<file path="src/rtl/writeback_stage.sv">
// writeback_stage: final stage of the RV32I five-stage pipeline.
// Captures the memory-stage results into the W pipeline register, selects the
// writeback result (ALU, extracted load data, or PC+4) and drives the
// register-file write port plus the writeback forwarding signals.
// Optional feature: define WB_INSTRET_EN to add a 64-bit retired-instruction
// counter on the instret output port.

package rv32i_pkg;
  localparam int DPW = 32;
endpackage

module writeback_stage
  import rv32i_pkg::*;
#(
  parameter int ADW = 5
) (
  input  logic           clk,
  input  logic           rst_n,
  input  logic           validM,
  input  logic           stallW,
  input  logic           flushW,
  input  logic           regwriteM,
  input  logic [1:0]     resultsrcM,
  input  logic [2:0]     funct3M,
  input  logic [DPW-1:0] aluresultM,
  input  logic [DPW-1:0] readdataM,
  input  logic [DPW-1:0] pcplus4M,
  input  logic [ADW-1:0] RdM,
  output logic [ADW-1:0] addr_3,
  output logic           we,
  output logic [DPW-1:0] wd_3,
  output logic [ADW-1:0] RdW,
  output logic           regwriteW,
  output logic [DPW-1:0] resultW,
  output logic           validW
`ifdef WB_INSTRET_EN
  ,
  output logic [63:0]    instret
`endif
);

  // W pipeline register fields
  logic           valid_q;
  logic           regwrite_q;
  logic [1:0]     resultsrc_q;
  logic [2:0]     funct3_q;
  logic [DPW-1:0] aluresult_q;
  logic [DPW-1:0] readdata_q;
  logic [DPW-1:0] pcplus4_q;
  logic [ADW-1:0] rd_q;

  // Combinational datapath
  logic [7:0]     load_byte;
  logic [15:0]    load_half;
  logic [DPW-1:0] load_data;
  logic [DPW-1:0] result;

  // W register update: reset beats flush, flush beats stall, else capture M.
  // A flush only kills the control bits; the data fields are left as they are
  // because nothing observes them while valid/regwrite are low.
  always_ff @(posedge clk) begin
    if (!rst_n) begin
      valid_q     <= 1'b0;
      regwrite_q  <= 1'b0;
      resultsrc_q <= 2'b00;
      funct3_q    <= 3'b000;
      aluresult_q <= '0;
      readdata_q  <= '0;
      pcplus4_q   <= '0;
      rd_q        <= '0;
    end else if (flushW) begin
      valid_q    <= 1'b0;
      regwrite_q <= 1'b0;
    end else if (!stallW) begin
      valid_q     <= validM;
      regwrite_q  <= regwriteM;
      resultsrc_q <= resultsrcM;
      funct3_q    <= funct3M;
      aluresult_q <= aluresultM;
      readdata_q  <= readdataM;
      pcplus4_q   <= pcplus4M;
      rd_q        <= RdM;
    end
  end

  // Load extraction: byte lane from addr[1:0], halfword lane from addr[1]
  // only (addr[0] ignored, misaligned halfwords are not trapped here).
  always_comb begin
    load_byte = readdata_q[7:0];
    case (aluresult_q[1:0])
      2'd0: load_byte = readdata_q[7:0];
      2'd1: load_byte = readdata_q[15:8];
      2'd2: load_byte = readdata_q[23:16];
      2'd3: load_byte = readdata_q[31:24];
      default: load_byte = readdata_q[7:0];
    endcase
    load_half = aluresult_q[1] ? readdata_q[31:16] : readdata_q[15:0];
    case (funct3_q)
      3'b000:  load_data = {{(DPW-8){load_byte[7]}}, load_byte};
      3'b100:  load_data = {{(DPW-8){1'b0}}, load_byte};
      3'b001:  load_data = {{(DPW-16){load_half[15]}}, load_half};
      3'b101:  load_data = {{(DPW-16){1'b0}}, load_half};
      default: load_data = readdata_q;
    endcase
  end

  // Result select; code 11 falls through to the ALU result.
  always_comb begin
    case (resultsrc_q)
      2'b10:   result = pcplus4_q;
      2'b01:   result = load_data;
      default: result = aluresult_q;
    endcase
  end

  // Register-file port and forwarding share one qualified write enable, so
  // x0 writes are dropped here and consumers need no x0 check of their own.
  assign we        = valid_q & regwrite_q & (rd_q != '0);
  assign addr_3    = rd_q;
  assign wd_3      = result;
  assign RdW       = rd_q;
  assign regwriteW = we;
  assign resultW   = result;
  assign validW    = valid_q;

`ifdef WB_INSTRET_EN
  logic [63:0] instret_q;

  // Count each instruction once, on the edge that moves it into W.
  always_ff @(posedge clk) begin
    if (!rst_n) begin
      instret_q <= 64'd0;
    end else if (validM && !flushW && !stallW) begin
      instret_q <= instret_q + 64'd1;
    end
  end

  assign instret = instret_q;
`endif

endmodule

</file>
<file path="config.mk">
export PLATFORM = sky130hd
export DESIGN_NAME = writeback_stage
export DESIGN_NICKNAME = d
export VERILOG_FILES = /design/src/rtl/writeback_stage.sv
export SDC_FILE = /design/constraint.sdc
export NUM_CORES = 1
export LEC_CHECK = 0
export BUFFER_PORTS_ARGS = -buffer_cell sky130_fd_sc_hd__clkbuf_2
export CAP_MARGIN = 0
export CORE_MARGIN = 5
export CORE_UTILIZATION = 54
export CTS_CLUSTER_SIZE = 40
export DETAILED_ROUTE_END_ITERATION = 10
export MAX_ROUTING_LAYER = met4
export PLACE_DENSITY = 0.85
export SLEW_MARGIN = 20
export SYNTH_ARGS = -nofsm -noshare
export SYNTH_HDL_FRONTEND = slang
export SYNTH_SLANG_ARGS = --single-unit
</file>
<file path="constraint.sdc">
create_clock -name clk -period 4.4 [get_ports clk]
set_input_delay 0 -clock clk [delete_from_list [all_inputs] [get_ports clk]]
set_output_delay 0 -clock clk [all_outputs]
set_load 0.01 [all_outputs]
</file>
After elaboration in Yosys (flattened, before gate mapping) --
Cells that the tools add are included.
Cells by class: muxes and demuxes 4, reductions and logical operators 5, shift operators 0, $add $sub $neg 0, bitwise gates (word level) 5, multipliers 0, equality and inequality tests 8, order comparisons 0, divide/modulo/power cells 0
Operator list (number):
- 32-bit case mux with 4 select lines | 1
- 32-bit case mux with 2 select lines | 1
- 8-bit case mux with 4 select lines | 1
- 16-bit 2-to-1 mux | 1
- 2-bit equality test, second input constant | 3
- 3-bit equality test, second input constant | 2
- 5-bit nonzero test | 1
- 2-bit by 1-bit equality test with 1-bit output, second input constant | 2
- 3-bit by 1-bit equality test with 1-bit output, second input constant | 1
- 3-bit zero test | 1
- 1-bit inverter | 3
- 1-bit bitwise AND | 2
- 2-bit zero test | 1
- 2-bit AND reduction | 1
- 2-bit OR reduction | 1
Word-level totals: output and inout port bits 77, ROM bits 0, input bits 112, latch bits 0, memories kept 0, bits in writable memories 0, register bits after elaboration 108

Longest topological paths before layout --
Gate-level depths: netlist of the first run.
word-level depth 4, depth in mapped cells 9

Least setup slack after synthesis of the first run --
OpenSTA, ideal clock, no wires.
path type reg2out, from register resultsrc_q[0], to output port wd_3[10], stages on the path, launching flop included 8, arrival time 1.924 ns, path slack 2.476 ns, path buffers 2, data required time 4.400 ns, cell sequence dfxtp_1 -> inv_1 -> ha_1 -> nor2b_1 -> clkbuf_1 -> o31ai_4 -> o31ai_1 -> buf_4
Between the ends: longest elaborated chain between the ends 2, elaborated cells on any way between the ends 3, those cells by class eq/ne (2); mux (1)
RTL lines:
- start, declared | line 45 | logic [1:0] resultsrc_q;
- start signal, assigned | line 77 | resultsrc_q <= resultsrcM;
- 2-bit by 1-bit equality test with 1-bit output / 2-bit equality test (equally long branches) | line 109 | case (resultsrc_q)
- 32-bit case mux with 2 select lines * | line 109
- end, declared | line 31 | output logic [DPW-1:0] wd_3,
Mark *: on every way between the ends. The rest lies on a longest branch, timed or not.

Worst setup path after layout of the first run --
from register resultsrc_q[0], to output port wd_3[26]
The elaborated chain is that of the path after synthesis.

==> results.cfg, run 1 <==
[pwr]
power.density_cell_area_nw_per_um2 = 281.1
ir_drop_mv = 0.1906
post-layout-total-power_w = 0.002090
leakagePower_nw = 3.327

[synthesis]
dominant_combinational_cell_family_by_area_after_synthesis = compound AO/OA/AOI/OAI gates
synthSimpleGateAreaFrac = 0.2286
synth_compound_area_frac = 0.2525
post-synth-top-area-cell = sky130_fd_sc_hd__dfxtp_1
synthMuxAreaShare = 0.02018
synthFlopType = sky130_fd_sc_hd__dfxtp_1
yosysMostFrequentCell = sky130_fd_sc_hd__nand2_1
syn_avg_cell_area_um2 = 7.773
synthTopCellsByCount = sky130_fd_sc_hd__nand2_1 (241), sky130_fd_sc_hd__dfxtp_1 (108), sky130_fd_sc_hd__a21boi_0 (104)
synth-edff-count = 0
yosysSeqAreaShare = 0.3962
synth_async_sr_flop_share = 0
ys_warn_count = 0
synth.net_count = 816
post_synth_num_cell_types = 36
area_share_of_the_largest_cell_type_after_synthesis = 0.3962
synth.cell_area_um2 = 5456
ys_top_cells_by_area = sky130_fd_sc_hd__dfxtp_1 (40%), sky130_fd_sc_hd__nand2_1 (17%), sky130_fd_sc_hd__a21boi_0 (14%)
ys_seq_elements = 108
post_synth_fa_ha_maj_area_fraction = 0.004586
synth_xor_area_frac = 0
syn-instance-count = 702

[critical_path]
critPathCaptureType = output port
path_class = flop to output port
crit_path_cell_trace = inv_1 > ha_1 > buf_4 > nor2b_1 > and2_1 > a221oi_1 > nand2_1 > clkbuf_2
worst-endpoint-required_ns = 4.40
ff2ff_setup_slack_ns = 2.62
timing.critical_path.arrival_ns = 3.30
worstSetupStartpointType = flop
delay_of_the_slowest_cell_on_the_worst_path_ns = 0.72
slowest_stage = sky130_fd_sc_hd__nor2b_1
worst-path-max-fanout = 40
critical_path_buf_inv_count = 3
critical_path_depth = 8
critical_path.top_delay_family = simple AND/OR/NAND/NOR gates
r2r.worst_path.cells = 4

[grt]
grt_pass1_wl_mm = 29.41
global_route.usage.total = 0.3011
first_global_vias = 5856
maximum_number_of_pins_on_one_net_before_global_route_repair = 108
number_of_antenna_violations_at_the_first_check_in_global_routing = 0
remaining_global_route_overflow = 0

[floorplan]
core_region_area_um2 = 9819
die_width_um = 110.5
rows = 36
start_util = 0.5557
dieHeight_um = 110.5
floorplan.die_area_um2 = 12210
number_of_placed_i_o_pins = 189

[placement]
placement.cell_area_um2 = 6081
port_buffers = 188
dp_hpwl_mm = 11.40
place.detailed.instances = 934
place.gp.congestion = 0.9251

[sta]
grt_setup_unrepaired = false
timing.setup.tns_ns = 0
setup_violations = 0
finClkSkew_ns = 0
hold_viol_final = 0
period_utilisation_layout = 0.7509
worst-slew-pin-transition_ns = 1.030
slew-limit-headroom = 0.3120
timing.final.crit_period_ns = 3.304
timing.fmax_mhz = 302.6
slew_violations = 0

[status]
outcome = finished clean

[routing]
detail-route-antenna-nets = 0
routed_wl_mm = 18.53
detailroute.via_count = 5938
wl_per_cell_um = 17.39
drc = 0
post_drt_via_cell_ratio = 5.576
detail_route.first_pass.iterations = 6
drtIter0Drc = 482

[clock_tree]
cts_sinks = 108
cts_max_level = 3
number_of_clock_buffers_inserted_by_tritoncts = 9
worstSkewPairLatency_ns = 0.38
clk_pin_slew_worst_paths_ns = 0.11
tritoncts = yes
clockBufferDepth = 2
cts_root_buf = sky130_fd_sc_hd__clkbuf_8
post_cts.resized_instances = 0

[finish]
finalNetCount = 1039
area_added_between_synthesis_and_finish_pct = 36.23
layout-drive-gt1-share = 0.2312
final-instance-count-excl-fill = 1065
stdcell_area_um2 = 7433

[min_path]
hold_path_class = input pin to flop
whs_path_depth = 4

[run]
maxCapViolCount = 0
-- sequential cells by signal, summed over array words and instances, names as in the netlist --
| name | flops |
|---|---|
| readdata_q | 32 |
| validW | 1 |
| pcplus4_q | 32 |
| RdW | 5 |
| resultsrc_q | 2 |
| funct3_q | 3 |
| regwrite_q | 1 |
| aluresult_q | 32 |
-- cells in the final DEF, fill, tap and decap left out, types with 2 or more instances in the layout --
master,netlist,layout
sky130_fd_sc_hd__nand2_1,241,241
sky130_fd_sc_hd__clkbuf_2,0,188
sky130_fd_sc_hd__dlygate4sd3_1,0,112
sky130_fd_sc_hd__dfxtp_1,108,108
sky130_fd_sc_hd__a21boi_0,104,104
sky130_fd_sc_hd__and3_1,25,25
sky130_fd_sc_hd__a221oi_1,17,17
sky130_fd_sc_hd__o21ai_0,14,14
sky130_fd_sc_hd__nor2_1,14,13
sky130_fd_sc_hd__mux2i_1,11,11
sky130_fd_sc_hd__a21oi_1,10,10
sky130_fd_sc_hd__clkbuf_8,0,10
sky130_fd_sc_hd__o22ai_1,9,9
sky130_fd_sc_hd__and2_1,8,8
sky130_fd_sc_hd__o31ai_1,7,7
sky130_fd_sc_hd__o221ai_1,7,7
sky130_fd_sc_hd__o211a_1,6,6
sky130_fd_sc_hd__inv_1,5,5
sky130_fd_sc_hd__nand2b_1,4,4
sky130_fd_sc_hd__inv_6,0,3
sky130_fd_sc_hd__buf_4,40,3
sky130_fd_sc_hd__diode_2,0,2
sky130_fd_sc_hd__a21boi_1,2,2
sky130_fd_sc_hd__ha_1,2,2
-- report_power, final --
group	total [W]	leakage (nW)	internal, W	switching (W)
sequential	0.00107	0.883	0.00102	0.0000431
clock	0.000639	0.104	0.000284	0.000355
combinational	0.000385	2.34	0.000192	0.000193
total	0.00209	3.33	0.00150	0.000591
-- cell families after synthesis --
group           Yosys count
simple gates            300
compound gates          184
flops                   108
buf+inv                  97
mux                      11
fa+ha+maj                 2
-- area by class of cell --
class / count / area, um2
flip-flops and latches: 108 / 2162
clock inverters: 6 / 68.82
clock buffers: 10 / 137.6
repair buffers: 304 / 2105
multi-input cells: 497 / 2770
fillers: 692 / 2386
well taps: 133 / 166.4
inverters: 5 / 18.77
diodes: 2 / 5.005
-- metrics by stage --
step / hold slack [ns] / util / setup slack (ns)
floorplan: 0.1348 / - / 2.476
global placement: 0.2292 / 0.6193 / 1.790
CTS: 0.1364 / 0.7545 / 1.224
finish: 0.1565 / 0.7570 / 1.096
global route: 0.2097 / 0.7565 / 0.9334
detailed placement: 0.2447 / 0.6193 / 1.647
-- final timing paths --
kind,startpoint,to
worst max register to register,validW,validW
worst max-delay path,resultsrc_q[0],wd_3[26]
worst min register to register,pcplus4_q[18],pcplus4_q[18]
worst min-delay path,flushW,aluresult_q[9]
-- worst register-to-register path, delay by kind of cell (launching register included) --
kind	cells	cell delay, ns
buf+inv	2	1.15
flops	1	0.35
mux	1	0.13
simple gates	1	0.05
-- per-layer routing --
layer	vias to the layer above	global-route usage	share of wire
met5	-	-	0
li1	2785	-	-
met1	2758	0.3515	0.40
met4	0	0.1568	0.050
met3	87	0.05744	0.071
met2	308	0.4923	0.48
-- repair_timing --
action | CTS | global route
hold buffers | 112 | 0
setup buffers | 0 | 0
setup endpoints to repair | 0 | 0
endpoints found under the hold margin | 108 | 0
Note: power is estimated with default switching activity, not from simulation.
==> run 2, diff against run 1 <==
- CORE_UTILIZATION: 54 -> 46
- PLACE_DENSITY: 0.85 -> 0.77
- clock period: 4.4 -> 2.8 ns (I/O delays scaled with it)
==> run 2 against run 1 <==
Total power up 79%. Sequential share of layout area shrank 0.72 points. Highest routed layer unchanged. Die area is 16% higher. Critical endpoint is now resultW[19]. Critical path type unchanged. Flip-flop and latch count unchanged. Cell area rose by 2.5%. Combinational power grew 57%.
==> results.cfg, run 2 (synthesis results as in run 1) <==
[status]
outcome = finished clean

[sta]
period_utilisation_layout = 0.9024
finClkSkew_ns = 0
worst-slew-pin-transition_ns = 0.9916
timing.setup.tns_ns = 0
slew_violations = 0
slew-limit-headroom = 0.3390
layout_setup_ws_ns = 0.2734
setup_violations = 0
timing.final.crit_period_ns = 2.527
timing.fmax_mhz = 395.8
grt_setup_unrepaired = false
hold_viol_final = 0

[placement]
dp_hpwl_mm = 11.77
placement.setup.worst_slack_ns = 0.7100
placement.cell_area_um2 = 6161
port_buffers = 188
place.detailed.instances = 948
place.gp.congestion = 0.9691

[floorplan]
floorplan.die_area_um2 = 14140
start_util = 0.4738
number_of_placed_i_o_pins = 189
core_region_area_um2 = 11520
rows = 39
dieHeight_um = 118.9
die_width_um = 118.9

[routing]
post_drt_via_cell_ratio = 5.271
detail_route.first_pass.iterations = 5
drtIter0Drc = 596
drc = 0
detail-route-antenna-nets = 0
wl_per_cell_um = 16.99
routed_wl_mm = 18.28
detailroute.via_count = 5672

[finish]
layout_commonest_cell = sky130_fd_sc_hd__nand2_1
finalNetCount = 1041
stdcell_area_um2 = 7621
reg_top3 = aluresult_q: 32 flops, pcplus4_q: 32 flops, readdata_q: 32 flops
final-instance-count-excl-fill = 1076
layout-drive-gt1-share = 0.2339
area_added_between_synthesis_and_finish_pct = 39.67
finalCoreUtilization = 0.6618
layout_common_cells = sky130_fd_sc_hd__nand2_1 (241), sky130_fd_sc_hd__clkbuf_2 (188), sky130_fd_sc_hd__dlygate4sd3_1 (111), sky130_fd_sc_hd__dfxtp_1 (108), sky130_fd_sc_hd__a21boi_0 (104)

[clock_tree]
cts_sinks = 108
cts_root_buf = sky130_fd_sc_hd__clkbuf_16
cts_setup_buffers = 0
worstSkewPairLatency_ns = 0.35
number_of_clock_buffers_inserted_by_tritoncts = 9
post_cts.resized_instances = 0
clk_pin_slew_worst_paths_ns = 0.08
cts_max_level = 3
clockBufferDepth = 2
tritoncts = yes

[critical_path]
crit_path_cell_trace = inv_1 > ha_1 > nor2b_1 > buf_4 > and2_1 > a221oi_1 > nand2_1 > clkbuf_2
r2r-end = regwrite_q
critical_path.top_delay_family = simple AND/OR/NAND/NOR gates
r2r.worst_path.cells = 4
crit_path_end = resultW[19]
timing.critical_path.arrival_ns = 2.53
critPathCaptureType = output port
critical_path_depth = 8
worst-endpoint-required_ns = 2.80
critical_path_buf_inv_count = 3
ff2ff_setup_slack_ns = 1.12
delay_of_the_slowest_cell_on_the_worst_path_ns = 0.58
r2r_start = regwrite_q
worst-path-max-fanout = 16
path_class = flop to output port
crit_path_start = resultsrc_q[0]
slowest_stage = sky130_fd_sc_hd__and2_1
worstSetupStartpointType = flop

[grt]
maximum_number_of_pins_on_one_net_before_global_route_repair = 107
number_of_antenna_violations_at_the_first_check_in_global_routing = 0
global_route.usage.total = 0.2594
remaining_global_route_overflow = 0
grt_pass1_wl_mm = 28.64
first_global_vias = 5387

[pwr]
power.density_cell_area_nw_per_um2 = 491.9
leakagePower_nw = 3.414
ir_drop_mv = 0.3749

[min_path]
hold_path_class = input pin to flop

[run]
maxCapViolCount = 0
## run 2: changes by cell type in the layout (fill, tap and decap cells not counted), sizes merged
cell	change
inv	-1
bufinv	+2
dlygate4sd3	-1
clkbuf	-1
clkinvlp	-1
buf	+3
diode	-1
clkinv	+1
## run 2: timing repair
| item | 4_1_cts | 5_1_grt |
|---|---|---|
| hold buffers | 111 | 0 |
| hold endpoints to repair | 108 | 0 |
| setup endpoints to repair | 0 | 0 |
## run 2: area by class of cell
cell class              count  area [um2]
fillers                   983        3895
multi-input cells         497        2770
flip-flops and latches    108        2162
repair buffers            306        2142
clock buffers               9       225.2
well taps                 143       178.9
clock inverters             7       121.4
inverters                   5       18.77
diodes                      1       2.502
## run 2: how the worst min path moves through the flow
stage	startpoint	endpoint	slack (ns)	cells past startpoint
global route	flushW	aluresult_q[9]	0.30	5
floorplan	readdataM[18]	readdata_q[18]	0.13	2
detailed placement	readdataM[18]	readdata_q[18]	0.24	3
CTS	flushW	readdata_q[18]	0.27	5
global placement	readdataM[18]	readdata_q[18]	0.23	3
finish	flushW	pcplus4_q[10]	0.26	5
## run 2: power breakdown
part	leakage [nW]	switching, W	internal, W
Combinational	2.36	0.000298	0.000307
Sequential	0.883	0.0000646	0.00161
Clock	0.170	0.000593	0.000881
Total	3.41	0.000955	0.00279
## run 2: metal layers
layer	share of wire	GRT usage
met4	0.028	0.09341
met3	0.061	0.04597
met1	0.42	0.3203
met2	0.49	0.4274
met5	0	-
## run 2: worst reg2reg max path: stages, from the launching register on
cell and delay (ns):
sky130_fd_sc_hd__dfxtp_1 0.32, sky130_fd_sc_hd__mux2i_1 0.11, sky130_fd_sc_hd__dlygate4sd3_1 0.56, sky130_fd_sc_hd__nor2_1 0.04, sky130_fd_sc_hd__dlygate4sd3_1 0.55
## run 2: per-stage QoR
step                      total power (W)  hold WS (ns)
after global placement           0.002165        0.2252
after global routing             0.003889        0.3041
after floorplan                  0.001994        0.1348
after detailed placement         0.002172        0.2359
after CTS                        0.003751        0.2676
final                            0.003749        0.2572
